**config.mk**
```make
export PLATFORM = sky130hd
export DESIGN_NAME = iter_muldiv_unit
export DESIGN_NICKNAME = d
export VERILOG_FILES = /design/src/rtl/muldiv_pkg.sv /design/src/rtl/muldiv_sign_fix.sv /design/src/rtl/iter_muldiv_unit.sv
export SDC_FILE = /design/constraint.sdc
export NUM_CORES = 1
export LEC_CHECK = 0
export CORE_AREA = 2 2 201 143
export DETAILED_ROUTE_END_ITERATION = 8
export DIE_AREA = 0 0 203 145
export GPL_TIMING_DRIVEN = 0
export HOLD_SLACK_MARGIN = 0.08
export MAX_ROUTING_LAYER = met4
export PLACE_DENSITY = 0.82
export RECOVER_POWER = 25
export SYNTH_ARGS = -nofsm -noshare
export SYNTH_HDL_FRONTEND = slang
export SYNTH_HIERARCHICAL = 1
export SYNTH_SLANG_ARGS = --single-unit
export TNS_END_PERCENT = 50
```
**constraint.sdc**
```tcl
create_clock -name clk -period 4.5 [get_ports clk]
set_input_delay 0.9 -clock clk [delete_from_list [all_inputs] [get_ports clk]]
set_output_delay 0.9 -clock clk [all_outputs]
set_load 0.005 [all_outputs]
```
**src/rtl/muldiv_pkg.sv**
```systemverilog
// Shared definitions for the iterative RV32M multiply/divide unit:
// funct3 op codes, FSM state encoding and op classification.
package muldiv_pkg;

  localparam logic [2:0] OP_MUL    = 3'd0;
  localparam logic [2:0] OP_MULH   = 3'd1;
  localparam logic [2:0] OP_MULHSU = 3'd2;
  localparam logic [2:0] OP_MULHU  = 3'd3;
  localparam logic [2:0] OP_DIV    = 3'd4;
  localparam logic [2:0] OP_DIVU   = 3'd5;
  localparam logic [2:0] OP_REM    = 3'd6;
  localparam logic [2:0] OP_REMU   = 3'd7;

  typedef enum logic [1:0] {
    IDLE = 2'd0,
    CALC = 2'd1,
    FIX  = 2'd2,
    DONE = 2'd3
  } state_t;

  function automatic logic is_div(input logic [2:0] op);
    return op[2];
  endfunction

endpackage

```
**src/rtl/muldiv_sign_fix.sv**
```systemverilog
// Conditional two's-complement negate: y = neg ? -a : a.
module muldiv_sign_fix #(
  parameter int W = 32
) (
  input  logic         neg,
  input  logic [W-1:0] a,
  output logic [W-1:0] y
);

  always_comb begin
    y = neg ? (~a + W'(1)) : a;
  end

endmodule

```
**src/rtl/iter_muldiv_unit.sv**
```systemverilog
// Bit-serial RV32M multiply/divide unit with valid/ready handshakes on both sides.
// One shared 2*XLEN accumulator holds the product or the remainder:quotient pair.
module iter_muldiv_unit
  import muldiv_pkg::*;
#(
  parameter int XLEN = 32,
  parameter int CNTW = $clog2(XLEN) + 1
) (
  input  logic            clk,
  input  logic            rst_n,
  input  logic            flush,
  input  logic            in_valid,
  output logic            in_ready,
  input  logic [2:0]      op,
  input  logic [XLEN-1:0] rs1,
  input  logic [XLEN-1:0] rs2,
  output logic            out_valid,
  input  logic            out_ready,
  output logic [XLEN-1:0] res,
  output logic            busy
);

  localparam logic [XLEN-1:0] MIN_NEG = {1'b1, {(XLEN-1){1'b0}}};

  state_t            state;
  logic [CNTW-1:0]   cnt;
  logic [2*XLEN-1:0] acc;
  logic [XLEN-1:0]   opr;
  logic [2:0]        op_r;
  logic              neg_r;

  logic              a_sgn, b_sgn, neg_in;
  logic [XLEN-1:0]   mag_a, mag_b;
  logic              div_zero, div_ovf;
  logic [XLEN-1:0]   special_res;
  logic [XLEN:0]     add_sum, sub_trial;
  logic [2*XLEN-1:0] acc_step, fix_in, fixed;
  logic [XLEN-1:0]   fix_res;
  logic              accept;

  assign accept = (state == IDLE) && in_valid && !flush;

  always_comb begin
    a_sgn  = rs1[XLEN-1] && (op != OP_MULHU) && (op != OP_DIVU) && (op != OP_REMU);
    b_sgn  = rs2[XLEN-1] && ((op == OP_MUL) || (op == OP_MULH) ||
                             (op == OP_DIV) || (op == OP_REM));
    // remainder takes the dividend's sign, everything else the product/quotient sign
    neg_in = (is_div(op) && op[1]) ? a_sgn : (a_sgn ^ b_sgn);

    div_zero = is_div(op) && (rs2 == '0);
    div_ovf  = ((op == OP_DIV) || (op == OP_REM)) && (rs1 == MIN_NEG) && (rs2 == '1);
    if (div_zero) special_res = op[1] ? rs1 : '1;
    else          special_res = op[1] ? '0 : rs1;
  end

  muldiv_sign_fix #(.W(XLEN)) u_fix_a (.neg(a_sgn), .a(rs1), .y(mag_a));
  muldiv_sign_fix #(.W(XLEN)) u_fix_b (.neg(b_sgn), .a(rs2), .y(mag_b));

  always_comb begin
    add_sum   = {1'b0, acc[2*XLEN-1:XLEN]} + {1'b0, opr};
    sub_trial = acc[2*XLEN-1:XLEN-1] - {1'b0, opr};
    if (is_div(op_r)) begin
      // restoring step: keep the trial remainder only when it did not borrow
      if (!sub_trial[XLEN]) acc_step = {sub_trial[XLEN-1:0], acc[XLEN-2:0], 1'b1};
      else                  acc_step = {acc[2*XLEN-2:0], 1'b0};
    end else begin
      if (acc[0]) acc_step = {add_sum, acc[XLEN-1:1]};
      else        acc_step = {1'b0, acc[2*XLEN-1:1]};
    end

    if (is_div(op_r)) fix_in = {{XLEN{1'b0}}, op_r[1] ? acc[2*XLEN-1:XLEN] : acc[XLEN-1:0]};
    else              fix_in = acc;
  end

  muldiv_sign_fix #(.W(2*XLEN)) u_fix_p (.neg(neg_r), .a(fix_in), .y(fixed));

  always_comb begin
    if (!is_div(op_r) && (op_r != OP_MUL)) fix_res = fixed[2*XLEN-1:XLEN];
    else                                   fix_res = fixed[XLEN-1:0];
  end

  // datapath: operands latched on accept, one iteration per CALC cycle
  always_ff @(posedge clk) begin
    if (accept) begin
      op_r  <= op;
      neg_r <= neg_in;
      if (is_div(op)) begin
        opr <= mag_b;
        acc <= {{XLEN{1'b0}}, mag_a};
      end else begin
        opr <= mag_a;
        acc <= {{XLEN{1'b0}}, mag_b};
      end
    end else if (state == CALC) begin
      acc <= acc_step;
    end
  end

  always_ff @(posedge clk) begin
    if (!rst_n) begin
      state     <= IDLE;
      cnt       <= '0;
      in_ready  <= 1'b1;
      out_valid <= 1'b0;
      busy      <= 1'b0;
      res       <= '0;
    end else if (flush) begin
      state     <= IDLE;
      cnt       <= '0;
      in_ready  <= 1'b1;
      out_valid <= 1'b0;
      busy      <= 1'b0;
      res       <= '0;
    end else begin
      case (state)
        IDLE: begin
          if (in_valid) begin
            in_ready <= 1'b0;
            busy     <= 1'b1;
            if (div_zero || div_ovf) begin
              state     <= DONE;
              out_valid <= 1'b1;
              res       <= special_res;
            end else begin
              state <= CALC;
              cnt   <= CNTW'(XLEN - 1);
            end
          end
        end
        CALC: begin
          cnt <= cnt - CNTW'(1);
          if (cnt == '0) state <= FIX;
        end
        FIX: begin
          state     <= DONE;
          out_valid <= 1'b1;
          res       <= fix_res;
        end
        DONE: begin
          if (out_ready) begin
            state     <= IDLE;
            out_valid <= 1'b0;
            res       <= '0;
            in_ready  <= 1'b1;
            busy      <= 1'b0;
          end
        end
        default: state <= IDLE;
      endcase
    end
  end

endmodule

```
==> impl_metrics.json, run 1 <==
{
  "status": "finished clean",
  "syn_inst": 1814,
  "syn_to_final_growth_pct": 14.3,
  "pin_count": 107,
  "setup_violations": 0,
  "start_util_pct": 56.3,
  "timing.rr.end": "res[3]",
  "grt_pass1_wl_mm": 86.0,
  "hold_class": "reg -> reg",
  "htreeDepth": 4,
  "syn_avg_cell_area_um2": 8.54,
  "fin_area_um2": 17700,
  "r2r_start": "op_r[2]",
  "synthAdderAreaFrac_pct": 6.30,
  "synth-xor-area-share_pct": 9.95,
  "ys_seq_area_share_pct": 24.9,
  "numCtsBuffers": 17,
  "path_class": "reg -> reg",
  "antenna_found_initial": 0,
  "cts_root_buffer": "clkbuf_16",
  "vias_per_cell": 6.62,
  "seqCellArea_um2": 3860,
  "leakage_nw": 6.53,
  "fillers": 2393,
  "n_antenna_cell": 0,
  "firstDrtPassIters": 6,
  "num_vias": 15400,
  "grt_pass1_vias": 14500,
  "drive_above_1_share_pct": 11.9,
  "worstPathArrival_ns": 4.78,
  "clockBufferDepth": 2,
  "drt_iter0_markers": 1993,
  "synth-compound-area-share_pct": 23.3,
  "synth_warnings": 6,
  "critPathLaunchType": "flip-flop",
  "placed_area_um2": 17000,
  "drc": 0,
  "num_rows": 51,
  "p_total_mw": 6.04,
  "worstSetupEndpointType": "flip-flop",
  "ir_drop_v": 0.000258,
  "ant_nets": 0,
  "core-area_um2": 27500,
  "worstPathMaxFanout": 10,
  "synth_fp_nets": 1962,
  "drv_cap": 0,
  "finalClockSkew_ns": 0.0147,
  "crit_end": "res[3]",
  "syn_area_um2": 15500,
  "grtUsageTotal_pct": 39.0,
  "finalNetCount": 2091,
  "drt_wl_total_mm": 56.6,
  "powerDensity_nw_per_um2": 341,
  "die_w_um": 203,
  "die_y_um": 145,
  "fin_crit_sh_pct": 98.5,
  "worst_slew_pin_slew_ns": 1.21,
  "worstRegToRegCells": 12,
  "max-slew-margin-rel_pct": 18.8,
  "die_area_um2": 29400,
  "synth_edf_count": 100,
  "r2r_slack_ns": 0.07,
  "tns_ns": 0,
  "synth_top_family_by_area": "compound AO/OA/AOI/OAI gates",
  "clock-sinks": 143,
  "gr-total-overflow": 0,
  "synthMuxAreaShare_pct": 10.7,
  "min_period_ns": 4.43,
  "fin_ws_ns": 0.0675,
  "timing.hold.ws_ns": 0.495,
  "multi_input_area_um2": 11000,
  "place_congestion": 1.02,
  "crit_start": "op_r[2]",
  "yosys.area_share.simple_pct": 20.7,
  "cts_tree": "done",
  "most-common-layout-cells": "nand2_1 (172), xnor2_1 (155), a21oi_1 (132)",
  "wl_per_cell_um": 24.3,
  "hpwl_mm": 45.1,
  "grt_max_degree": 65,
  "rsz0062_at_grt": "false",
  "critPathRequiredTime_ns": 4.85,
  "synth_seq_cells": 143,
  "pre_cts_ws_ns": -0.970,
  "synthArstFlopShare_pct": 0,
  "yosysUniqueCellTypes": 92,
  "final_common_cell": "nand2_1",
  "max_freq_ghz": 0.226,
  "synth_flop_cell": "edfxtp_1",
  "clk_pin_slew_ns": 0.07,
  "slew_viol_final": 0,
  "hold_violations": 0,
  "clkLatencyLatePin_ns": 0.45,
  "port_buffers": 106
}
## what timing repair did
item,4_1_cts,5_1_grt
resized for setup,12,7
hold buffers,0,0
setup endpoints to repair,32,24
pin swaps,0,2
setup buffers,0,3
## worst min-delay path by stage
stage	startpoint	endpoint	depth (start not counted)
2_1_floorplan	cnt[0]	cnt[0]	2
3_3_place_gp	cnt[1]	cnt[1]	2
3_5_place_dp	res[27]	res[27]	2
4_1_cts	res[27]	res[27]	2
5_1_grt	out_valid	out_valid	2
6_report	res[27]	res[27]	2
## cell usage after synthesis, types with 22 or more instances
cell type | count | area share [%]
nor2_1 | 105 | 2.5
nand4_1 | 23 | 0.93
xnor2_1 | 155 | 8.8
mux2i_1 | 58 | 3.7
dfxtp_1 | 43 | 5.6
a211oi_1 | 78 | 3.8
nand3_1 | 26 | 0.84
ha_1 | 74 | 6.0
nor2b_1 | 77 | 3.1
nor3_1 | 25 | 0.81
clkbuf_1 | 73 | 1.8
a21o_1 | 27 | 1.3
o31ai_1 | 38 | 1.8
a21oi_1 | 132 | 4.3
nand2b_1 | 22 | 0.89
nand2_1 | 174 | 4.2
a22oi_1 | 31 | 1.5
inv_1 | 56 | 1.4
edfxtp_1 | 100 | 19
o21ai_0 | 93 | 3.0
mux2_2 | 95 | 6.9
## cell type report
| class | count | area share, % |
|---|---|---|
| Clock inverter | 15 | 0.989 |
| Buffer | 103 | 2.54 |
| Tap cell | 371 | 2.62 |
| Timing Repair Buffer | 110 | 6.15 |
| Multi-Input combinational cell | 1510 | 62.2 |
| Sequential cell | 143 | 21.8 |
| Clock buffer | 17 | 2.40 |
| Inverter | 58 | 1.23 |
## registers in the layout (all words and copies together) (netlist names)
name	cells
neg_r	1
state	2
opr	32
op_r	3
res	32
out_valid	1
cnt	6
in_ready	1
acc	64
busy	1
## kinds of logic after synthesis
family / Yosys count
AND/OR/NAND/NOR: 582
AO/OA/AOI/OAI: 522
adder cells (fa/ha/maj): 77
flip-flops: 143
XOR/XNOR: 176
multiplexers: 153
buffers and inverters: 161
## critical path: stages, from the launching register on
cell	delay [ns]
edfxtp_1	0.51
clkbuf_4	0.29
nand2_2	0.20
clkbuf_2	0.31
mux2_2	0.46
or4_4	0.54
nor3_4	0.34
nand3_2	0.34
o41ai_1	0.56
xnor2_1	0.18
mux2_2	0.22
a22oi_1	0.08
a211oi_1	0.30
## through the flow
stage | cells | util (%)
after detailed placement | 2292 | 62.0
final | 2327 | 64.4
after global routing | 2327 | 64.4
after global placement | 2291 | 61.9
after floorplan | 1814 | -
after CTS | 2324 | 64.3
## routing by layer
| layer | track usage (%) | wire length, um | part of all wire, % |
|---|---|---|---|
| met1 | 56.6 | 25100 | 44 |
| met2 | 54.0 | 23500 | 42 |
| met3 | 9.79 | 6920 | 12 |
| met4 | 8.91 | 1060 | 1.9 |
| met5 | - | 0 | 0 |
## power by group
group | internal [mW] | switching (mW) | leakage, nW | total (mW)
registers | 1.59 | 0.171 | 1.30 | 1.76
clock network | 0.837 | 0.685 | 0.293 | 1.52
logic | 1.12 | 1.64 | 4.94 | 2.76
total | 3.55 | 2.49 | 6.53 | 6.04
No activity file was read; power rests on OpenSTA's default activity.
==> inputs of run 2 (changes only) <==
- CORE_AREA: 2 2 201 143 -> 2 2 202 145
- DIE_AREA: 0 0 203 145 -> 0 0 204 147
- PLACE_DENSITY: 0.82 -> 0.84
- clock period: 4.5 -> 3.9 ns (I/O delays scaled with it)
==> run 2 against run 1 <==
Net effect: sequential share of layout area is 0.46 points lower; worst hold slack got worse by 0.00069 ns; via count increased by 1.1%; count of clock-buffer cells in the layout is the same; register-to-register slack about the same; sequential power is 16% higher; global-route usage is 0.62 points lower; cell count grew 0.86%; combinational power increased by 17%; non-clock buffer count increased by 12; total power increased by 15%; highest routed layer unchanged.
==> impl_metrics.json, run 2 (synthesis results as in run 1) <==
{
  "most-common-layout-cells": "nand2_1 (172), xnor2_1 (152), a21oi_1 (132)",
  "clkLatencyLatePin_ns": 0.45,
  "slew_viol_final": 0,
  "cts_root_buffer": "clkbuf_16",
  "worstSetupEndpointType": "flip-flop",
  "highest_layer": "met4",
  "met3WireLength_mm": 7.34,
  "p_total_mw": 6.97,
  "seqPwrFrac_pct": 29.3,
  "critPathRequiredTime_ns": 4.19,
  "final_common_cell": "nand2_1",
  "setup_violations": 0,
  "ir_drop_v": 0.000307,
  "utilization_pct": 64.1,
  "htreeDepth": 4,
  "drv_cap": 0,
  "ctsHoldBuffers": 0,
  "fin_cells": 2347,
  "fin_crit_sh_pct": 99.7,
  "powerDensity_nw_per_um2": 385,
  "routed-wl-met2_mm": 23.4,
  "drt_iter0_markers": 2280,
  "max-slew-margin-rel_pct": 32.9,
  "grt_pass1_wl_mm": 84.9,
  "max_freq_ghz": 0.257,
  "wl_per_cell_um": 24.3,
  "hold_class": "reg -> reg",
  "place_congestion": 1.01,
  "clock_power_share_pct": 24.3,
  "p_sw_share_pct": 41.6,
  "start_util_pct": 54.9,
  "gr-total-overflow": 0,
  "p_switching_mw": 2.90,
  "worst_slew_pin_slew_ns": 1.01,
  "critPathLaunchType": "primary input",
  "grt_pass1_vias": 14300,
  "rsz0062_at_grt": "true",
  "ant_nets": 0,
  "cts_tree": "done",
  "port_buffers": 106,
  "numCtsBuffers": 17,
  "status": "finished clean",
  "num_rows": 52,
  "min_period_ns": 3.89,
  "antenna_found_initial": 0,
  "grt_max_degree": 65,
  "regMostFlops": "acc",
  "drt_wl_total_mm": 57.1,
  "die_w_um": 204,
  "hold_violations": 0,
  "die_area_um2": 30000,
  "clockBufferDepth": 2,
  "worstPathArrival_ns": 4.18,
  "drc": 0,
  "vias_per_cell": 6.63,
  "worstPathMaxFanout": 10,
  "hpwl_mm": 44.7,
  "finalClockSkew_ns": 0.00892,
  "p_int_mw": 4.07,
  "n_antenna_cell": 0,
  "timing.hold.ws_ns": 0.494,
  "num_vias": 15600,
  "drt-met1-wl_mm": 25.3,
  "grtUsageTotal_pct": 38.4,
  "largest_register_ffs": 64,
  "syn_to_final_growth_pct": 16.8,
  "path_class": "in -> reg",
  "fillers": 2470,
  "die_y_um": 147,
  "pin_count": 107,
  "firstDrtPassIters": 8,
  "dp.cells": 2299,
  "core-area_um2": 28200,
  "finalNetCount": 2104,
  "clk_pin_slew_ns": 0.07,
  "largestRegisters": "acc: 64 flops, opr: 32 flops, res: 32 flops",
  "clock-sinks": 143,
  "leakage_nw": 6.71,
  "pwr-share-comb_pct": 46.4,
  "drive_above_1_share_pct": 13.9
}
[run 2: cell count changes in the layout (fill, tap and decap cells not counted), moves of 3 or more]
cell      delta
o41ai_1      -3
xnor2_1      -3
o31ai_2      +3
clkbuf_1     -7
o21ai_0      -3
buf_12       +3
buf_4        +9
o31ai_1      -3
[run 2: area by class of cell]
cell class	instances	area (um^2)	area share [%]
Buffer	103	523	2.89
Clock buffer	17	425	2.35
Clock inverter	15	153	0.844
Inverter	58	218	1.20
Multi-Input combinational cell	1511	11200	62.0
Sequential cell	143	3860	21.4
Tap cell	378	473	2.61
Timing Repair Buffer	122	1220	6.76
[run 2: power by group through the flow]
stage / Sequential [mW] / Clock (mW) / Combinational, mW
after global routing: 2.04 / 1.75 / 3.48
after floorplan: 1.96 / 0 / 2.23
after CTS: 2.03 / 1.69 / 3.10
after global placement: 2.07 / 0 / 2.97
final: 2.04 / 1.69 / 3.23
after detailed placement: 2.06 / 0 / 3.04
[run 2: path summary, 6_finish.rpt]
check / start / endpoint / slack (ns) / depth (start not counted)
setup / recovery: op[2] / acc[27] / 0.01 / 10
hold / removal: res[15] / res[15] / 0.49 / 2
setup reg to reg: acc[33] / acc[49] / 0.06 / 11
hold reg to reg: res[15] / res[15] / 0.49 / 2
[run 2: worst max-delay path, stage by stage]
cell,delay (ns)
clkdlybuf4s50_1,0.54
buf_2,0.23
clkbuf_2,0.39
mux2i_1,0.22
and2_1,0.28
buf_1,0.47
o41ai_2,0.18
xnor2_1,0.68
mux2i_1,0.17
a21oi_1,0.22
[run 2: routing by layer]
metal,GRT usage [%],vias to the layer above
met5,-,-
met4,8.33,0
met3,10.0,82
met2,51.7,973
met1,56.8,7430
li1,-,7084
[run 2: timing repair]
| item | in CTS | in global routing |
|---|---|---|
| buffers inserted | 7 | 7 |
| resized for setup | 34 | 46 |
| setup endpoints to repair | 61 | 64 |
| pin swaps | 5 | 9 |
| endpoints found under the hold margin | 0 | 0 |
| gates cloned | 0 | 2 |
[run 2: stage by stage]
stage,setup slack [ns],TNS [ns],instance area (um^2)
global placement,-1.65,-176.19,17000
finish,0.0103,0,18100
detailed placement,-1.63,-54.77,17100
CTS,-0.000159,-0.000159,17800
floorplan,0.0547,0,15500
global route,-0.0692,-0.428,18100
==> inputs of run 3 (changes only) <==
- REMOVE_ABC_BUFFERS: unset -> 1
==> run 3 against run 2 <==
Net effect: flip-flop and latch count did not move; die area unchanged; global-route usage decreased by 3.9 points; worst hold slack improved by 0.0022 ns; sequential share of layout area down 0.16 points; sequential power about the same; utilization is 0.49 points higher; clock power rose by 6%; total power increased by 0.52%; register-to-register slack about the same; critical endpoint is now out_valid.
==> impl_metrics.json, run 3 (synthesis results as in run 1) <==
{
  "drc": 0,
  "crit_start": "rs1[11]",
  "fillers": 2272,
  "drive_above_1_share_pct": 15.2,
  "critPathRequiredTime_ns": 4.24,
  "pre_cts_ws_ns": -1.54,
  "grtUsageTotal_pct": 34.5,
  "finalNetCount": 2030,
  "cpMaxStageDelayCell": "nor4_1",
  "timing.hold.ws_ns": 0.496,
  "max_freq_ghz": 0.261,
  "hold_violations": 0,
  "clock-sinks": 143,
  "place_congestion": 1.08,
  "hold_class": "reg -> reg",
  "worstPathArrival_ns": 4.17,
  "num_rows": 52,
  "regMostFlops": "acc",
  "powerDensity_nw_per_um2": 384,
  "crit_family": "simple AND/OR/NAND/NOR gates",
  "num_vias": 15200,
  "grt_max_degree": 106,
  "r2r_start": "acc[31]",
  "die_y_um": 147,
  "pin_count": 107,
  "worstPathMaxFanout": 44,
  "finalClockSkew_ns": 0.00487,
  "wl_per_cell_um": 22.7,
  "clockBufferDepth": 2,
  "ant_nets": 0,
  "p_total_mw": 7.00,
  "critPathLaunchType": "primary input",
  "drt_wl_total_mm": 51.5,
  "drt_iter0_markers": 1994,
  "slowest_delay_ns": 0.78,
  "cts_root_buffer": "clkbuf_16",
  "ctsHoldBuffers": 0,
  "vias_per_cell": 6.68,
  "max-slew-margin-rel_pct": 17.9,
  "grt_pass1_vias": 14100,
  "setup_violations": 0,
  "holdCritStartpoint": "res[22]",
  "seqCellArea_um2": 3860,
  "gr-total-overflow": 0,
  "holdPathStages": 2,
  "hpwl_mm": 37.3,
  "min_period_ns": 3.83,
  "most-common-layout-cells": "nand2_1 (171), xnor2_1 (154), a21oi_1 (130)",
  "antenna_found_initial": 1,
  "htreeDepth": 4,
  "syn_to_final_growth_pct": 17.7,
  "clk_pin_slew_ns": 0.06,
  "path_class": "in -> reg",
  "port_buffers": 106,
  "start_util_pct": 54.9,
  "worst_slew_pin_slew_ns": 1.23,
  "multi_input_area_um2": 11400,
  "placed_area_um2": 17000,
  "fin_ws_ns": 0.0678,
  "drv_cap": 0,
  "numCtsBuffers": 17,
  "path_cells": "clkdlybuf4s50_1 -> nor4_1 -> nand4_1 -> o31ai_4 -> nand2_1 -> a21oi_4 -> buf_12 -> nor2_1 -> a211oi_1",
  "largestRegisters": "acc: 64 flops, opr: 32 flops, res: 32 flops",
  "leakage_nw": 6.76,
  "core-area_um2": 28200,
  "cp.depth": 9,
  "r2r_slack_ns": 0.07,
  "die_w_um": 204,
  "ir_drop_v": 0.000309,
  "slew_viol_final": 0,
  "cts_tree": "done",
  "final_common_cell": "nand2_1",
  "die_area_um2": 30000,
  "utilization_pct": 64.6,
  "fin_crit_sh_pct": 98.3,
  "fin_area_um2": 18200,
  "status": "finished clean",
  "clkLatencyLatePin_ns": 0.46,
  "worstSetupEndpointType": "flip-flop",
  "worstRegToRegCells": 13,
  "crit_buf_inv": 2,
  "firstDrtPassIters": 7,
  "largest_register_ffs": 64,
  "grt_pass1_wl_mm": 78.1
}
## run 3: where the power goes
group | internal, mW | switching (mW) | leakage, nW
Clock | 1.09 | 0.700 | 0.322
Sequential | 1.83 | 0.208 | 1.30
Combinational | 1.39 | 1.79 | 5.14
Total | 4.31 | 2.69 | 6.76
## run 3: layer usage
layer	share of wire, %	track usage, %	vias up	routed length [um]
met5	0	-	-	0
met4	3.6	11.7	0	1860
met3	12	8.19	140	6190
li1	-	-	6939	-
met1	42	48.2	7207	21600
met2	42	48.8	907	21900
## run 3: worst paths after layout
check	end
worst max register to register	acc[62]
worst max-delay path	out_valid
worst min register to register	res[22]
worst min-delay path	res[22]
## run 3: cell type report
| cell class | count | area share (%) |
|---|---|---|
| multi-input combinational | 1515 | 62.4 |
| inverter | 58 | 1.27 |
| sequential | 143 | 21.2 |
| timing repair buffer | 147 | 9.08 |
| clock inverter | 8 | 0.522 |
| antenna | 1 | 0.0137 |
| tap | 378 | 2.59 |
| clock buffer | 24 | 2.95 |
## run 3: timing repair
item,CTS,global route
cloned,5,2
setup buffers,13,15
pin swaps,13,11
gates resized for setup,28,28
endpoints found under the setup margin,66,42
## run 3: metrics by stage
| step | setup TNS [ns] | cells |
|---|---|---|
| global placement | -505.63 | 2195 |
| detailed placement | -51.83 | 2208 |
| CTS | 0 | 2257 |
| global route | -0.0319 | 2274 |
| finish | 0 | 2274 |
| floorplan | -123.30 | 1711 |
## run 3: tightest hold or removal path: stages (launching register included)
cell and delay, ns:
dfxtp_1 0.31, nor2_1 0.09, a211oi_1 0.05
